File: src/rtl/svga_timing_pkg.sv
// Shared SVGA 800x600@56Hz timing defaults and derived totals, used by the
// timing generator parameter defaults and by downstream renderers.
package svga_timing_pkg;

  localparam int unsigned H_W  = 11;
  localparam int unsigned V_W  = 10;
  localparam int unsigned FC_W = 16;

  localparam int unsigned H_TOTAL_LIMIT = 1 << H_W;
  localparam int unsigned V_TOTAL_LIMIT = 1 << V_W;

  localparam int unsigned DEF_H_ACTIVE = 800;
  localparam int unsigned DEF_H_FP     = 24;
  localparam int unsigned DEF_H_SYNC   = 72;
  localparam int unsigned DEF_H_BP     = 128;
  localparam int unsigned DEF_V_ACTIVE = 600;
  localparam int unsigned DEF_V_FP     = 1;
  localparam int unsigned DEF_V_SYNC   = 2;
  localparam int unsigned DEF_V_BP     = 22;

  function automatic int unsigned span_total(input int unsigned active, input int unsigned fp,
                                             input int unsigned sync, input int unsigned bp);
    return active + fp + sync + bp;
  endfunction

  localparam int unsigned DEF_H_TOTAL = span_total(DEF_H_ACTIVE, DEF_H_FP, DEF_H_SYNC, DEF_H_BP);
  localparam int unsigned DEF_V_TOTAL = span_total(DEF_V_ACTIVE, DEF_V_FP, DEF_V_SYNC, DEF_V_BP);

  // Video control bits that travel together through the optional delay stage.
  typedef struct packed {
    logic hsync;
    logic vsync;
    logic display_en;
  } sync_t;

endpackage

File: src/rtl/wrap_counter.sv
// Modulo-(MAX+1) counter with enable; exposes its next value so callers can
// register decodes that line up with the counter itself.
module wrap_counter #(
  parameter int unsigned WIDTH = 8,
  parameter int unsigned MAX   = 255
) (
  input  logic             clk,
  input  logic             rst,
  input  logic             en,
  output logic [WIDTH-1:0] count,
  output logic [WIDTH-1:0] count_next,
  output logic             wrap
);

  localparam logic [WIDTH-1:0] MAX_V = WIDTH'(MAX);

  assign wrap = en && (count == MAX_V);

  always_comb begin
    count_next = count;
    if (en) begin
      count_next = (count == MAX_V) ? '0 : count + WIDTH'(1);
    end
  end

  // Resetting to MAX makes the first enabled edge after reset land on 0.
  always_ff @(posedge clk) begin
    if (rst) begin
      count <= MAX_V;
    end else begin
      count <= count_next;
    end
  end

endmodule

File: src/rtl/svga_timing_gen.sv
// SVGA raster timing generator: pixel/line counters plus registered sync,
// blanking and frame markers. Define SVGA_SYNC_PIPE_EN to delay hsync/vsync/display_en by one cycle.
module svga_timing_gen
  import svga_timing_pkg::*;
#(
  parameter int unsigned H_ACTIVE = DEF_H_ACTIVE,
  parameter int unsigned H_FP     = DEF_H_FP,
  parameter int unsigned H_SYNC   = DEF_H_SYNC,
  parameter int unsigned H_BP     = DEF_H_BP,
  parameter int unsigned V_ACTIVE = DEF_V_ACTIVE,
  parameter int unsigned V_FP     = DEF_V_FP,
  parameter int unsigned V_SYNC   = DEF_V_SYNC,
  parameter int unsigned V_BP     = DEF_V_BP,
  parameter bit          HS_POL   = 1'b1,
  parameter bit          VS_POL   = 1'b1
) (
  input  logic            pixel_clk,
  input  logic            rst,
  output logic [H_W-1:0]  h_coord,
  output logic [V_W-1:0]  v_coord,
  output logic            hsync,
  output logic            vsync,
  output logic            display_en,
  output logic            frame_start,
  output logic [FC_W-1:0] frame_cnt
);

  localparam int unsigned H_TOTAL  = span_total(H_ACTIVE, H_FP, H_SYNC, H_BP);
  localparam int unsigned V_TOTAL  = span_total(V_ACTIVE, V_FP, V_SYNC, V_BP);
  localparam int unsigned HS_START = H_ACTIVE + H_FP;
  localparam int unsigned HS_END   = HS_START + H_SYNC;
  localparam int unsigned VS_START = V_ACTIVE + V_FP;
  localparam int unsigned VS_END   = VS_START + V_SYNC;

  localparam sync_t SYNC_IDLE = '{hsync: ~HS_POL, vsync: ~VS_POL, display_en: 1'b0};

  generate
    if ((H_TOTAL > H_TOTAL_LIMIT) || (V_TOTAL > V_TOTAL_LIMIT)) begin : g_bad_timing
      $error("svga_timing_gen: H_TOTAL or V_TOTAL exceeds the coordinate port width");
    end
  endgenerate

  logic [H_W-1:0] h_next;
  logic [V_W-1:0] v_next;
  logic           h_wrap;
  logic           v_wrap;

  wrap_counter #(
    .WIDTH (H_W),
    .MAX   (H_TOTAL - 1)
  ) u_h_counter (
    .clk        (pixel_clk),
    .rst        (rst),
    .en         (1'b1),
    .count      (h_coord),
    .count_next (h_next),
    .wrap       (h_wrap)
  );

  wrap_counter #(
    .WIDTH (V_W),
    .MAX   (V_TOTAL - 1)
  ) u_v_counter (
    .clk        (pixel_clk),
    .rst        (rst),
    .en         (h_wrap),
    .count      (v_coord),
    .count_next (v_next),
    .wrap       (v_wrap)
  );

  // Decode from the counters' next values so the registered flags share a cycle with h_coord/v_coord.
  sync_t sync_next;
  sync_t sync_reg;
  sync_t sync_out;

  always_comb begin
    sync_next            = SYNC_IDLE;
    sync_next.display_en = (32'(h_next) < H_ACTIVE) && (32'(v_next) < V_ACTIVE);
    sync_next.hsync      = ((32'(h_next) >= HS_START) && (32'(h_next) < HS_END)) ? HS_POL : ~HS_POL;
    sync_next.vsync      = ((32'(v_next) >= VS_START) && (32'(v_next) < VS_END)) ? VS_POL : ~VS_POL;
  end

  // v_wrap is exactly the step from the last pixel of the frame onto (0,0).
  always_ff @(posedge pixel_clk) begin
    if (rst) begin
      sync_reg    <= SYNC_IDLE;
      frame_start <= 1'b0;
      frame_cnt   <= '1;
    end else begin
      sync_reg    <= sync_next;
      frame_start <= v_wrap;
      frame_cnt   <= frame_cnt + {{(FC_W-1){1'b0}}, v_wrap};
    end
  end

`ifdef SVGA_SYNC_PIPE_EN
  sync_t sync_dly;

  always_ff @(posedge pixel_clk) begin
    if (rst) begin
      sync_dly <= SYNC_IDLE;
    end else begin
      sync_dly <= sync_reg;
    end
  end

  assign sync_out = sync_dly;
`else
  assign sync_out = sync_reg;
`endif

  assign hsync      = sync_out.hsync;
  assign vsync      = sync_out.vsync;
  assign display_en = sync_out.display_en;

endmodule

File: config.mk
export PLATFORM = sky130hd
export DESIGN_NAME = svga_timing_gen
export DESIGN_NICKNAME = d
export VERILOG_FILES = /design/src/rtl/svga_timing_pkg.sv /design/src/rtl/wrap_counter.sv /design/src/rtl/svga_timing_gen.sv
export SDC_FILE = /design/constraint.sdc
export NUM_CORES = 1
export LEC_CHECK = 0
export CAP_MARGIN = 25
export CORE_MARGIN = 2
export CORE_UTILIZATION = 46
export CTS_CLUSTER_DIAMETER = 80
export DETAILED_ROUTE_END_ITERATION = 8
export PLACE_DENSITY = 0.83
export REMOVE_ABC_BUFFERS = 1
export SETUP_SLACK_MARGIN = 0.5
export SKIP_CTS_REPAIR_TIMING = 1
export SLEW_MARGIN = 20
export SYNTH_ARGS = -nofsm -noshare
export SYNTH_HDL_FRONTEND = slang
export SYNTH_HIERARCHICAL = 1
export SYNTH_SLANG_ARGS = --single-unit
File: constraint.sdc
create_clock -name pixel_clk -period 2.9 [get_ports pixel_clk]
set_clock_uncertainty 0.2 [all_clocks]
set_input_delay 0.58 -clock pixel_clk [delete_from_list [all_inputs] [get_ports pixel_clk]]
set_output_delay 0.58 -clock pixel_clk [all_outputs]
set_load 0.02 [all_outputs]
==> results of run 1 <==
==> path summary, 6_finish.rpt <==
path	to	slack, ns	depth (start not counted)
worst max-delay path	display_en	0.39	10
worst min-delay path	u_h_counter/count[10]	0.31	2
worst max register to register	display_en	0.39	10
worst min register to register	u_h_counter/count[10]	0.31	2
==> worst max-delay path: cells and delay by family, from the launching register on <==
family | cells | cell delay [ns]
AOI/OAI and AO/OA | 3 | 0.72
xor gates and xnor gates | 1 | 0.20
adders and majority gates | 1 | 0.15
and+or+nand+nor | 5 | 0.76
DFF | 1 | 0.36
==> metrics by stage <==
stage / hold WS (ns) / util [%] / TNS, ns / power, W / instances
after floorplan: 0.339 / - / -4.61 / 0.00169 / 226
after global placement: 0.279 / 60.7 / 0 / 0.00218 / 335
after detailed placement: 0.278 / 60.7 / 0 / 0.00221 / 335
after CTS: 0.294 / 63.1 / 0 / 0.00266 / 342
after global routing: 0.367 / 69.4 / 0 / 0.00319 / 356
final: 0.309 / 69.4 / 0 / 0.00302 / 356
==> placed cells by master, fill, tap and decap left out, drive strengths merged, types with 2 or more instances in the layout <==
master         instances
dfxtp                 41
clkbuf                 5
nand4b                 3
or4                    4
or3                    5
xnor2                  6
nand2b                 3
and4                   3
and2                   2
xor2                   9
buf                   29
a211o                  3
mux2i                  6
nand3                 20
inv                    8
or2                    3
o21bai                 3
o31ai                  4
a21o                   2
o21ai                  8
nor4                   8
a31oi                  2
nor4b                  2
and3                   2
nor2                  18
ha                     5
nor2b                  9
clkinv                 2
clkdlybuf4s50         42
nor3                   5
nand2                 17
a21oi                  5
nand4                  8
==> layout make-up <==
cell class	instances	area (um^2)
multi-input combinational	176	1340
inverter	9	33.8
timing repair buffer	71	646
tap	52	65.1
sequential	41	836
clock inverter	2	35.0
clock buffer	5	68.8
fill	322	1330
==> power by group <==
part           switching, W  internal [W]
logic              0.000889      0.000790
clock network      0.000198      0.000250
registers          0.000170      0.000720
total               0.00126       0.00176
==> registers in the layout (all words and copies together), names as in the netlist <==
name               flops
u_h_counter/count     11
hsync                  1
frame_start            1
vsync                  1
u_v_counter/count     10
frame_cnt             16
display_en             1
==> layer usage <==
metal	track usage [%]	wire, um	vias up
met1	24.2	2440	942
li1	-	-	989
met3	4.92	292	4
met2	33.0	2690	59
met4	5.45	34	0
met5	0	0	-
==> flow_summary_export.csv, run 1 <==
group,metric,value,unit
synth,syn_inst,233,
global_route,overflow,0,
route,vias,1994,
route,drt_wl_total,5460,um
final_layout,area_delta_synth_final,44.8,%
timing,maxSlewHeadroom,60.5,%
timing,final_hold_viol_count,0,
pwr,power.density,998,mW/mm^2
timing,rsz0062_at_grt,"yes",
route,drt_iter0_drc,95,
clock_network,cts.reportedPaths.clkPinSlew,0.08,ns
route,dr.pass1.iters,4,
die,ioPinCount,43,
route,vias_per_cell,5.60,
worst_setup_path,crit_chain,"ha_4, nand3_4, nor4_4, and4_1, nand3_1, xor2_1, nor2_1, a21o_1, a211o_1, a2111oi_4",
route,detail_route.wl_per_cell,15.3,um
worst_setup_path,crit_required,2.90,ns
die,core_area,0.00435,mm^2
final_layout,antenna_cells,0,
final_layout,fin_nets,311,
placed_design,dp_hpwl,3560,um
worst_setup_path,startpoint_type,"register",
worst_setup_path,path_class,"register to register",
worst_setup_path,slowest_delay,0.36,ns
die,die_w,71.4,um
timing,drv_slew,0,
placed_design,placed_area,0.00264,mm^2
global_route,grt_pass1_vias,1790,
worst_setup_path,cp_slowest_cell,"dfxtp_2",
placed_design,io_buffers,42,
synth,syn_area,0.00209,mm^2
die,rows,24,
worst_setup_path,cp-end-kind,"register",
final_layout,fin_area,0.00302,mm^2
clock_network,insertion_delay,0.29,ns
timing,period_minus_slack,2.51,ns
placed_design,post-place-ws,0.139,ns
synth,syn_avg_cell_area,8.96,um^2
pwr,p_leak,1.22,nW
worst_setup_path,worstPathMaxFanout,5,
worst_setup_path,cp.arrival,2.51,ns
worst_setup_path,worstSetupStartpoint,"u_h_counter/count[1]",
placed_design,routabilityCongestion,0.892,
timing,worstMarginPinSlew,0.591,ns
clock_network,cts_root_buf,"clkbuf_8",
status,status,"finished clean",
timing,setup_ws,0.391,ns
global_route,grt_max_degree,16,
timing,timing.final.crit_share,86.5,%
global_route,antenna_found_initial,0,
die,start_util,48.0,%
worst_setup_path,r2r-start,"u_h_counter/count[1]",
route,drcViolationCount,0,
clock_network,cts_tree,"done",
synth,synth_warnings,6,
run,maxCapViolCount,0,
clock_network,h-tree-depth,2,
die,fp.dieArea,0.00509,mm^2
global_route,grt_pass1_wl,7980,um
clock_network,cts.sinks,41,
min_path,worstHoldStart,"u_h_counter/count[10]",
pwr,irDropWorstVdd,579,uV
timing,fmax,398,MHz
route,ant_nets,0,
clock_network,max-clock-path-buffers,2,
die,fp.dieH,71.4,um
final_layout,drive_gt1_share,23.7,%
timing,finalSetupViolations,0,
clock_network,cts_buffers,5,
global_route,grt.total_usage,19.4,%
min_path,hp-class,"register to register",
(Power assumes the default switching activity.)
==> inputs of run 2 (changes only) <==
CAP_MARGIN = 10   (was 25)
CTS_CLUSTER_DIAMETER = 50   (was 80)
PLACE_DENSITY = 0.82   (was 0.83)
SYNTH_HIERARCHICAL = unset   (was 1)
==> flow_summary_export.csv, run 2 <==
group,metric,value,unit
route,dr.pass1.iters,4,
worst_setup_path,crit_chain,"ha_4, and3_4, nand3_4, nor2_4, ha_4, ha_4, nand2_4, or4_4, o21ai_2, or3b_4",
final_layout,layout_common_cells,"clkdlybuf4s50_1 (42), dfxtp_1 (39), buf_4 (33)",
timing,setup_tns,0,ns
worst_setup_path,critPathBufInv,0,
timing,worstMarginPinSlew,0.359,ns
route,drt_wl_total,5500,um
synth,synth-edff-count,0,
worst_setup_path,startpoint_type,"register",
synth,synthDistinctLibCells,49,
placed_design,dp.cells,365,
synth,synthAdderAreaFrac,3.52,%
clock_network,h-tree-depth,2,
worst_setup_path,cp-end-kind,"register",
synth,synth-seq-area-share,38.5,%
pwr,p_sw_share,42.1,%
clock_network,max-clock-path-buffers,2,
synth,synth_top_area_share,38.5,%
global_route,grt_max_degree,41,
final_layout,fin_cells,376,
global_route,met2_usage,35.5,%
global_route,busiest_layer,"met2",
synth,synthTopCellsByArea,"dfxtp_1 (38%), nand2b_1 (4.1%), nand2_1 (4.0%), ha_1 (3.5%), nor2_1 (3.5%)",
worst_setup_path,slowest_delay,0.58,ns
clock_network,cts_buffers,5,
final_layout,nFillCells,345,
pwr,power.internal,0.00221,W
status,status,"finished clean",
route,detail_route.wl_per_cell,14.6,um
die,fp.dieArea,0.00520,mm^2
global_route,grt_pass1_vias,1862,
pwr,comb_power_share,61.7,%
timing,period_minus_slack,2.69,ns
worst_setup_path,cp.arrival,2.67,ns
worst_setup_path,cpMostUsedCell,"ha_4",
timing,rsz0062_at_grt,"yes",
clock_network,insertion_delay,0.29,ns
synth,syn_area,0.00213,mm^2
pwr,irDropWorstVdd,570,uV
global_route,use_met3,4.86,%
worst_setup_path,cp_slowest_cell,"or4_4",
timing,fmax,372,MHz
route,drt_iter0_drc,162,
placed_design,io_buffers,42,
die,die_w,72.1,um
placed_design,routabilityCongestion,0.876,
final_layout,fin_util,68.8,%
synth,synth_seq_cells,41,
route,vias,2108,
final_layout,reg_top3,"frame_cnt: 16 flops, u_h_counter.count: 11 flops, u_v_counter.count: 10 flops",
global_route,grt.total_usage,19.7,%
worst_setup_path,path_class,"register to register",
clock_network,cts.sinks,41,
final_layout,drive_gt1_share,22.5,%
timing,drv_slew,0,
final_layout,fin_nets,331,
placed_design,post-place-ws,-0.0591,ns
route,ant_nets,0,
pwr,power.share.clock,14.0,%
worst_setup_path,worstPathMaxFanout,5,
global_route,grt_pass1_wl,8250,um
die,core_area,0.00441,mm^2
synth,synth-main-ff-cell,"dfxtp_1",
synth,yosysTopAreaCell,"dfxtp_1",
clock_network,cts.reportedPaths.clkPinSlew,0.08,ns
timing,setup_ws,0.210,ns
clock_network,cts_root_buf,"clkbuf_8",
synth,synthXorXnorAreaFrac,5.74,%
timing,finalSetupViolations,0,
global_route,antenna_found_initial,0,
die,start_util,48.4,%
synth,synth_top_family_by_area,"simple AND/OR/NAND/NOR gates",
synth,async_reset_ff_share,0,%
final_layout,area_delta_synth_final,42.4,%
die,ioPinCount,43,
synth,syn_avg_cell_area,8.37,um^2
pwr,pwr-share-seq,24.3,%
route,drcViolationCount,0,
die,fp.dieH,72.1,um
worst_setup_path,crit_family,"simple AND/OR/NAND/NOR gates",
synth,synth_compound_area_share,15.2,%
placed_design,dp_hpwl,3750,um
run,maxCapViolCount,0,
die,rows,24,
route,vias_per_cell,5.61,
synth,syn_inst,255,
synth,synth_warnings,0,
final_layout,regMostFlops,"frame_cnt",
timing,final.hold.worst_slack,0.312,ns
clock_network,cts_tree,"done",
pwr,power.density,1260,mW/mm^2
global_route,grt_use_met1,23.9,%
timing,maxSlewHeadroom,75.7,%
synth,post-synth-top-count-cell,"dfxtp_1",
pwr,p_leak,1.23,nW
pwr,p_switching,0.00161,W
final_layout,final_common_cell,"clkdlybuf4s50_1",
min_path,hp-class,"register to register",
synth,muxShareOfSynthArea,0,%
final_layout,antenna_cells,0,
global_route,overflow,0,
synth,synth_common_cells,"dfxtp_1 (41), nand2_1 (23), nor2_1 (20)",
timing,timing.final.crit_share,92.8,%
worst_setup_path,crit_required,2.88,ns
timing,final_hold_viol_count,0,
final_layout,largest_reg_flops,16,
synth,yosys.area_share.simple,32.8,%
run 2: worst paths after layout:
path,endpoint,cells after the start,slack (ns),start
setup / recovery,frame_cnt[12],10,0.21,u_h_counter.count[1]
hold reg to reg,frame_cnt[15],2,0.31,frame_cnt[15]
hold / removal,frame_cnt[15],2,0.31,frame_cnt[15]
setup reg to reg,frame_cnt[12],10,0.21,u_h_counter.count[1]
run 2: cells by family (layout without fill, tap and decap cells):
kind of cell,count (synthesis),count (layout)
adders and majority gates,6,6
buffers and inverters,18,87
xor gates and xnor gates,14,14
and+or+nand+nor,126,126
AOI/OAI and AO/OA,50,50
DFF,41,41
run 2: final cells by class:
type	count	area, um^2	share of cell area, %
clock buffers	5	68.8	2.26
clock inverters	3	65.1	2.14
inverters	4	15.0	0.494
multi-input cells	196	1330	43.9
flip-flops and latches	41	823	27.1
well taps	52	65.1	2.14
repair buffers	75	668	22.0
run 2: per-layer routing:
layer  up-vias  share of wire [%]
met4         0               0.64
li1       1044                  -
met1       975                 41
met2        83                 51
met5         -                  0
met3         6                6.7
run 2: power groups by stage:
stage          Clock (W)  Combinational (W)  Sequential, W
2_1_floorplan          0           0.000940        0.00120
3_3_place_gp           0            0.00205       0.000910
3_5_place_dp           0            0.00211       0.000915
4_1_cts         0.000539            0.00213       0.000904
5_1_grt         0.000560            0.00253       0.000947
6_report        0.000534            0.00236       0.000928
run 2: per-stage QoR:
step           total power [W]  cell area (um^2)
3_3_place_gp           0.00296              2770
4_1_cts                0.00357              2900
3_5_place_dp           0.00302              2770
6_report               0.00382              3040
5_1_grt                0.00404              3040
2_1_floorplan          0.00214              2060
run 2: worst min-delay path, cell delays in order, from the launching register on:
cell	delay (ns)
dfxtp_1	0.35
xor2_1	0.07
nand2b_1	0.06
==> inputs of run 3 (changes only) <==
ABC_AREA = 1   (was unset)
SLEW_MARGIN = unset   (was 20)
==> flow_summary_export.csv, run 3 <==
group,metric,value,unit
timing,worstMarginPinSlew,0.469,ns
min_path,worstHoldStart,"frame_cnt[15]",
final_layout,layout_common_cells,"nand2_1 (83), clkdlybuf4s50_1 (42), nor2_1 (36), dfxtp_1 (36), inv_1 (32)",
worst_setup_path,crit_chain,"inv_2, ha_4, nand2_4, nor2_4, nand3_2, nor2_4, ha_4, nand3_4, nor2_4, nand4_1, nor2_2, nand3_1, or2_1, nand3_1",
worst_setup_path,r2r-start,"u_v_counter.count[0]",
route,drt_iter0_drc,177,
worst_setup_path,worstSetupStartpoint,"u_v_counter.count[0]",
timing,finalSetupViolations,0,
final_layout,area_delta_synth_final,38.9,%
status,status,"finished clean",
pwr,p_leak,1.43,nW
worst_setup_path,startpoint_type,"register",
clock_network,cts_tree,"done",
synth,synth_common_cells,"nand2_1 (85), nor2_1 (42), dfxtp_1 (41)",
synth,synth_seq_cells,41,
final_layout,reg_top3,"frame_cnt: 16 flops, u_h_counter.count: 11 flops, u_v_counter.count: 10 flops",
timing,drv_slew,0,
worst_setup_path,path_class,"register to register",
final_layout,regMostFlops,"frame_cnt",
final_layout,drive_gt1_share,18.3,%
clock_network,cts.reportedPaths.clkPinSlew,0.08,ns
timing,final.hold.worst_slack,0.287,ns
clock_network,cts.sinks,41,
global_route,overflow,0,
placed_design,dp_hpwl,3590,um
timing,timing.final.crit_share,88.3,%
worst_setup_path,worstPathMaxFanout,4,
synth,synth_warnings,0,
final_layout,final_common_cell,"nand2_1",
die,fp.dieArea,0.00523,mm^2
worst_setup_path,cpMostUsedCell,"nor2_4",
route,dr.pass1.iters,4,
route,drcViolationCount,0,
final_layout,fin_util,67.6,%
synth,syn_avg_cell_area,6.82,um^2
synth,synth_top_area_share,38.2,%
die,core_area,0.00441,mm^2
min_path,hp-class,"register to register",
placed_design,routabilityCongestion,0.886,
synth,syn_area,0.00215,mm^2
final_layout,fin_nets,384,
global_route,grt.total_usage,20.4,%
synth,synthDistinctLibCells,31,
clock_network,max-clock-path-buffers,2,
route,vias,2272,
synth,synth-main-ff-cell,"dfxtp_1",
timing,maxSlewHeadroom,68.7,%
synth,yosysTopAreaCell,"dfxtp_1",
die,fp.dieH,72.3,um
worst_setup_path,endpoint,"frame_cnt[13]",
clock_network,cts_buffers,5,
worst_setup_path,ff2ff_setup_slack,0.34,ns
pwr,irDropWorstVdd,827,uV
global_route,grt_max_degree,19,
synth,post-synth-top-count-cell,"nand2_1",
synth,async_reset_ff_share,0,%
die,start_util,48.7,%
final_layout,antenna_cells,0,
route,drt_wl_total,5670,um
clock_network,h-tree-depth,2,
worst_setup_path,cp_slowest_cell,"dfxtp_2",
worst_setup_path,critPathBufInv,1,
worst_setup_path,rr_endpoint,"frame_cnt[13]",
die,rows,24,
timing,fmax,391,MHz
die,die_w,72.3,um
final_layout,nFillCells,332,
worst_setup_path,slowest_delay,0.34,ns
worst_setup_path,cp-end-kind,"register",
run,maxCapViolCount,0,
timing,rsz0062_at_grt,"yes",
final_layout,largest_reg_flops,16,
timing,final_hold_viol_count,0,
synth,synth-seq-area-share,38.2,%
global_route,grt_pass1_wl,8460,um
route,ant_nets,0,
clock_network,insertion_delay,0.30,ns
placed_design,io_buffers,42,
worst_setup_path,crit_family,"simple AND/OR/NAND/NOR gates",
die,ioPinCount,43,
pwr,power.density,1270,mW/mm^2
worst_setup_path,worstSetupPathDepth,14,
clock_network,cts_root_buf,"clkbuf_8",
worst_setup_path,cp.arrival,2.60,ns
route,vias_per_cell,5.30,
worst_setup_path,crit_required,2.94,ns
global_route,antenna_found_initial,0,
synth,syn_inst,315,
synth,synth-edff-count,0,
timing,period_minus_slack,2.56,ns
global_route,grt_pass1_vias,1909,
pwr,finalPower,0.00379,W
timing,setup_tns,0,ns
route,detail_route.wl_per_cell,13.2,um
worst_setup_path,reg2reg_depth,14,
synth,synthTopCellsByArea,"dfxtp_1 (38%), nand2_1 (15%), nand3_1 (7.9%), nor2_1 (7.3%), inv_1 (5.9%)",
## run 3: metal layers
metal	vias to the layer above	global-route usage, %	part of all wire [%]
met3	9	5.42	6.3
li1	1128	-	-
met1	1049	26.1	43
met2	86	34.0	49
met4	0	5.45	1.3
met5	-	0	0
## run 3: cells by family after synthesis
kind of cell               after synthesis  synth area share (%)
AOI/OAI and AO/OA                       33                  8.10
xor gates and xnor gates                 6                  2.45
adders and majority gates                6                  3.49
buffers and inverters                   41                  8.04
DFF                                     41                  38.2
and+or+nand+nor                        188                  39.7
## run 3: layout make-up
cell class              count  area [um^2]  share of cell area, %
flip-flops and latches     41          835                   28.0
clock buffers               6         82.6                   2.77
inverters                  35          131                   4.40
multi-input cells         233         1280                   42.8
well taps                  52         65.1                   2.18
repair buffers             60          556                   18.6
clock inverters             2         37.5                   1.26
## run 3: worst min-delay path by stage
stage,end,slack (ns),depth (start not counted)
floorplan,frame_cnt[14],0.37,2
global placement,frame_cnt[15],0.25,1
detailed placement,frame_cnt[15],0.26,1
CTS,frame_cnt[15],0.28,1
global route,frame_cnt[15],0.32,1
finish,frame_cnt[15],0.29,1
## run 3: report_power, final
group | switching, W | internal [W] | leakage, nW
logic | 0.00129 | 0.000971 | 1.04
clock network | 0.000212 | 0.000280 | 0.0574
registers | 0.000264 | 0.000776 | 0.337
total | 0.00176 | 0.00203 | 1.43
## run 3: metrics by stage
stage / setup WS, ns / area [um^2] / std cells
detailed placement: 0.158 / 2630 / 408
global placement: 0.246 / 2630 / 408
finish: 0.339 / 2980 / 429
global route: 0.197 / 2980 / 429
CTS: 0.140 / 2750 / 416
floorplan: 0.0664 / 2110 / 309
## run 3: worst reg2reg max path: cells and delay by family, from the launching register on
kind          cells  cell delay (ns)
fa+ha+maj         2             0.35
buf+inv           1             0.09
flops             1             0.34
simple gates     11             1.53
